**src/rtl/cpu_pkg.sv**
```systemverilog
// Shared constants for the stack-based multicycle CPU.
// Word width, operand-stack geometry and A/B select encoding.
package cpu_pkg;

    localparam int DATA_W      = 8;
    localparam int STACK_DEPTH = 16;
    localparam int STACK_SP_W  = $clog2(STACK_DEPTH) + 1;

    localparam logic SEL_A = 1'b0;
    localparam logic SEL_B = 1'b1;

endpackage

```
**src/rtl/stack_ram.sv**
```systemverilog
// Operand stack storage: one synchronous write port,
// one asynchronous read port, contents not reset.
module stack_ram #(
    parameter int DATA_W = 8,
    parameter int DEPTH  = 16,
    parameter int AW     = $clog2(DEPTH)
) (
    input  logic              clk,
    input  logic              we,
    input  logic [AW-1:0]     waddr,
    input  logic [DATA_W-1:0] wdata,
    input  logic [AW-1:0]     raddr,
    output logic [DATA_W-1:0] rdata
);

    logic [DATA_W-1:0] mem [DEPTH];

    always_ff @(posedge clk) begin
        if (we) begin
            mem[waddr] <= wdata;
        end
    end

    assign rdata = mem[raddr];

endmodule

```
**src/rtl/stack_unit.sv**
```systemverilog
// Hardware operand stack with A/B operand registers,
// command decode and sticky misuse flags.
module stack_unit
    import cpu_pkg::*;
#(
    parameter int DATA_W = cpu_pkg::DATA_W,
    parameter int DEPTH  = cpu_pkg::STACK_DEPTH,
    parameter int SP_W   = $clog2(DEPTH) + 1
) (
    input  logic              clk,
    input  logic              reset,
    input  logic              push,
    input  logic              pop,
    input  logic              tos,
    input  logic              A_or_B_stack_out_sel,
    input  logic              AWriteEnable,
    input  logic              BWriteEnable,
    input  logic [DATA_W-1:0] din,
    output logic [DATA_W-1:0] a_out,
    output logic [DATA_W-1:0] b_out,
    output logic [DATA_W-1:0] top,
    output logic [SP_W-1:0]   sp,
    output logic              empty,
    output logic              full,
    output logic              overflow,
    output logic              underflow,
    output logic              cmd_err
);

    localparam int AW = $clog2(DEPTH);

    logic              do_push;
    logic              do_dec;
    logic              do_load;
    logic              set_ovf;
    logic              set_udf;
    logic              set_cmd;
    logic              load_a;
    logic              load_b;
    logic [AW-1:0]     waddr;
    logic [AW-1:0]     raddr;
    logic [DATA_W-1:0] rdata;

    assign empty = (sp == '0);
    assign full  = (sp == SP_W'(DEPTH));
    assign waddr = AW'(sp);
    assign raddr = AW'(sp - SP_W'(1));
    assign top   = empty ? '0 : rdata;

    stack_ram #(
        .DATA_W (DATA_W),
        .DEPTH  (DEPTH),
        .AW     (AW)
    ) u_ram (
        .clk    (clk),
        .we     (do_push),
        .waddr  (waddr),
        .wdata  (din),
        .raddr  (raddr),
        .rdata  (rdata)
    );

    // Guards on full/empty keep sp saturated and the array intact.
    always_comb begin
        do_push = 1'b0;
        do_dec  = 1'b0;
        do_load = 1'b0;
        set_ovf = 1'b0;
        set_udf = 1'b0;
        set_cmd = 1'b0;
        priority case (1'b1)
            push && (pop || tos): set_cmd = 1'b1;
            push: begin
                if (full) set_ovf = 1'b1;
                else      do_push = 1'b1;
            end
            pop || tos: begin
                if (empty) begin
                    set_udf = 1'b1;
                end else begin
                    do_load = 1'b1;
                    do_dec  = pop;
                end
            end
            default: ;
        endcase
    end

    assign load_a = do_load && (A_or_B_stack_out_sel == SEL_A) && AWriteEnable;
    assign load_b = do_load && (A_or_B_stack_out_sel == SEL_B) && BWriteEnable;

    always_ff @(posedge clk) begin
        if (reset) begin
            sp        <= '0;
            a_out     <= '0;
            b_out     <= '0;
            overflow  <= 1'b0;
            underflow <= 1'b0;
            cmd_err   <= 1'b0;
        end else begin
            if (do_push) sp <= sp + SP_W'(1);
            else if (do_dec) sp <= sp - SP_W'(1);
            if (load_a) a_out <= rdata;
            if (load_b) b_out <= rdata;
            if (set_ovf) overflow <= 1'b1;
            if (set_udf) underflow <= 1'b1;
            if (set_cmd) cmd_err <= 1'b1;
        end
    end

endmodule

```
**config.mk**
```make
export PLATFORM = sky130hd
export DESIGN_NAME = stack_unit
export DESIGN_NICKNAME = d
export VERILOG_FILES = /design/src/rtl/cpu_pkg.sv /design/src/rtl/stack_ram.sv /design/src/rtl/stack_unit.sv
export SDC_FILE = /design/constraint.sdc
export NUM_CORES = 1
export LEC_CHECK = 0
export CELL_PAD_IN_SITES_DETAIL_PLACEMENT = 0
export CELL_PAD_IN_SITES_GLOBAL_PLACEMENT = 1
export CORE_ASPECT_RATIO = 1.5
export CORE_MARGIN = 1
export CORE_UTILIZATION = 53
export CTS_CLUSTER_SIZE = 12
export DETAILED_ROUTE_END_ITERATION = 12
export GPL_ROUTABILITY_DRIVEN = 0
export PLACE_DENSITY_LB_ADDON = 0.3
export SETUP_SLACK_MARGIN = 0.4
export SLEW_MARGIN = 10
export SYNTH_ARGS = -nofsm -noshare
export SYNTH_HDL_FRONTEND = slang
export SYNTH_SLANG_ARGS = --single-unit
```
**constraint.sdc**
```tcl
create_clock -name clk -period 6.4 [get_ports clk]
set_input_delay 0.64 -clock clk [delete_from_list [all_inputs] [get_ports clk]]
set_output_delay 0.64 -clock clk [all_outputs]
set_load 0.05 [all_outputs]
```
==> flow_metrics.tcl <==
set metrics [dict create \
    critical_path.startpoint_type "flip-flop" \
    initial_utilization 0.549 \
    multi_input_comb_area_mm2 0.00188 \
    power.density_mw_per_mm2 354 \
    synthCells 391 \
    ioPinCount 50 \
    grt_antenna_before_repair 0 \
    synthDominantCellAreaShare 0.604 \
    cpLargestDelayFamily "buffers and inverters" \
    achievable-frequency_mhz 226 \
    seq_area_mm2 0.00433 \
    yosysUniqueCellTypes 44 \
    post_synthesis_cell_area_mm2 0.00636 \
    detail_route.wirelength_um 13400 \
    post_dp_cell_area_mm2 0.00695 \
    detail_route.drc_violations 0 \
    run_status "completed" \
    worst_supply_voltage_drop_on_vdd_uv 339 \
    grt_first_pass_wirelength_um 21000 \
    synth_largest_area_cell "sky130_fd_sc_hd__edfxtp_1" \
    worst_pin_slew_ps 1150 \
    synth_fp_nets 411 \
    layout_worst_path_cycle_share 0.692 \
    areaGrowthSynthToFinish_pct 18.6 \
    postLayoutCoreUtil 0.651 \
    max_cap_violations 0 \
    critPathKind "flip-flop to output port" \
    combPwrFrac 0.219 \
    dominantRegCellSynth "sky130_fd_sc_hd__edfxtp_1" \
    crit_arrival_ps 3790 \
    p_int_mw 1.92 \
    cts_hold_buf 0 \
    final_cells 601 \
    die_y_um 136 \
    hold_class "flip-flop to flip-flop" \
    num_vias 3619 \
    detailed_placer_s_ending_hpwl_um 9110 \
    synthMostInstantiatedCell "sky130_fd_sc_hd__edfxtp_1" \
    die-area_mm2 0.0125 \
    groute.usage.overall 0.235 \
    cts-htree-levels 4 \
    max-slew-margin-rel 0.231 \
    use_met2 0.421 \
    cts.repair_timing.setup_buffer_count 0 \
    first_global_vias 3774 \
    crit_path_cell_trace "inv_1 -> ha_1 -> xor2_2 -> mux2_2 -> nor2_1 -> nor3_1 -> clkdlybuf4s50_1" \
    gr-usage-met3 0.0487 \
    finalHoldWorstSlack_ps 468 \
    synth_sequential_area_ratio 0.680 \
    finish.instance_area_mm2 0.00754 \
    fillers 812 \
    insertion_delay_ps 420 \
    route.detailed.vias_per_inst 6.02 \
    routedWlPerCell_um 22.3 \
    yosysWarningCount 0 \
    dp_cells 569 \
    ctsResizeCount 0 \
    pin_count_of_the_biggest_net_entering_global_routing 50 \
    groute.layer.met1.usage 0.278 \
    switchingPower_uw 756 \
    synth_area_per_cell_um2 16.3 \
    cp.required_ps 5760 \
    global_route.peak_usage_layer "met2" \
    p_clk_frac 0.370 \
    drt-initial-drc-count 249 \
    layout-drive-gt1-share 0.211 \
    worstPathBufferInverterCount 2 \
    final-max-slew-violation-count 0 \
    report.final.hold_viol_count 0 \
    drt_pass1_iterations 5 \
    floorplan.core_area_mm2 0.0116 \
    setup_viol 0 \
    fin_tns_setup_ps 0 \
    design.final.nets 458 \
    cp-end-kind "output port" \
    cts_tree "built" \
    synth_seq_cells 152 \
    fin_worst_skew_ps 12.3 \
    rsz0062_at_grt "false" \
    synth_async_sr_flop_share 0 \
    core.rowCount 48 \
    seq_power_share 0.411 \
    port_buffers 49 \
    clock-root-buffer "sky130_fd_sc_hd__clkbuf_16" \
    number_of_enable_flip_flop_cells_after_synthesis 128 \
    slowest_delay_ps 920 \
    cellLeakagePower_nw 2.49 \
    switching_share 0.283 \
    diodes 0 \
    fp.dieW_um 91.5 \
    worst-path-max-fanout 16 \
    timing.critical_path.slowest_stage_cell "sky130_fd_sc_hd__xor2_2" \
    final_global_route_overflow_total 0 \
    clkTransAtPathRegs_ps 60 \
    clockBufferDepth 2 \
    netlist_top_cells_area "sky130_fd_sc_hd__edfxtp_1, sky130_fd_sc_hd__mux4_2, sky130_fd_sc_hd__dfxtp_1" \
    synth_commonest_cells "sky130_fd_sc_hd__edfxtp_1, sky130_fd_sc_hd__nand3_1, sky130_fd_sc_hd__mux4_2, sky130_fd_sc_hd__nand4_1, sky130_fd_sc_hd__nor2_1" \
    cts.sinks 152 \
    post-route-min-period_ps 4430 \
    antenna_violating_nets_left 0 \
    cts-buffers-inserted 17 \
]
cell type report:
type,count,share of cell area
flip-flops and latches,152,0.573
multi-input cells,207,0.250
repair buffers,54,0.0700
clock buffers,21,0.0625
well taps,150,0.0249
clock inverters,11,0.0163
inverters,6,0.00315
registers in the layout, indices dropped and copies added, names as in the netlist:
register / count
a_out: 8
b_out: 8
cmd_err: 1
overflow: 1
sp: 5
u_ram.mem: 128
underflow: 1
path summary, 6_finish.rpt:
| path | slack [ps] | startpoint | endpoint | cells past startpoint |
|---|---|---|---|---|
| worst max-delay path | 1970 | sp[1] | top[7] | 7 |
| worst min-delay path | 470 | a_out[2] | a_out[2] | 2 |
| worst max register to register | 3570 | sp[1] | b_out[1] | 7 |
| worst min register to register | 470 | a_out[2] | a_out[2] | 2 |
cells by family after synthesis:
kind of cell,synth area share
flip-flops,0.680
AND/OR/NAND/NOR,0.124
multiplexers,0.144
buffers and inverters,0.0242
AO/OA/AOI/OAI,0.0142
XOR/XNOR,0.00669
adder cells (fa/ha/maj),0.00787
cell usage in the layout, fill, tap and decap left out, types with 2 or more instances in the layout:
cell type                         netlist  layout
sky130_fd_sc_hd__mux2_2                16      16
sky130_fd_sc_hd__clkinv_2               1       5
sky130_fd_sc_hd__a22oi_1                2       2
sky130_fd_sc_hd__clkinv_4               0       3
sky130_fd_sc_hd__nor2_1                25      25
sky130_fd_sc_hd__dfxtp_1               24      23
sky130_fd_sc_hd__and3_1                 5       5
sky130_fd_sc_hd__clkbuf_16              0      18
sky130_fd_sc_hd__clkdlybuf4s50_1        0      49
sky130_fd_sc_hd__and2_1                11      11
sky130_fd_sc_hd__ha_1                   4       4
sky130_fd_sc_hd__inv_1                  5       5
sky130_fd_sc_hd__mux4_2                32      32
sky130_fd_sc_hd__nand4_1               32      32
sky130_fd_sc_hd__buf_4                  1       5
sky130_fd_sc_hd__nor3_2                 2       2
sky130_fd_sc_hd__clkbuf_1              11       2
sky130_fd_sc_hd__or4b_1                 2       2
sky130_fd_sc_hd__edfxtp_1             128     128
sky130_fd_sc_hd__xnor2_1                2       2
sky130_fd_sc_hd__nor3_1                10      10
sky130_fd_sc_hd__nand2_1                4       4
sky130_fd_sc_hd__nand3_1               35      35
sky130_fd_sc_hd__bufinv_16              0       2
sky130_fd_sc_hd__a21oi_1                4       4
sky130_fd_sc_hd__o21ai_0                3       3
routing by layer:
metal  wire length (um)  part of all wire
met1               5420              0.40
met2               7180              0.54
met3                574             0.043
met4                232             0.017
met5                  0                 0
power groups by stage:
stage | Clock (mW) | Combinational, mW | Sequential, mW
floorplan | 0 | 0.398 | 1.15
global placement | 0 | 0.582 | 1.12
detailed placement | 0 | 0.585 | 1.12
CTS | 0.997 | 0.589 | 1.10
global route | 1.04 | 0.624 | 1.10
finish | 0.989 | 0.584 | 1.10
tightest hold or removal path, cell delays in order (launching register included):
cell and delay, ps:
sky130_fd_sc_hd__dfxtp_1 300, sky130_fd_sc_hd__nand3_1 60, sky130_fd_sc_hd__nand3_1 50
through the flow:
stage	total power, mW	setup slack, ps
global placement	1.70	2450
CTS	2.68	1900
floorplan	1.55	2100
finish	2.67	1970
global route	2.76	1740
detailed placement	1.70	2380
Power figures use the tool's default switching activity.
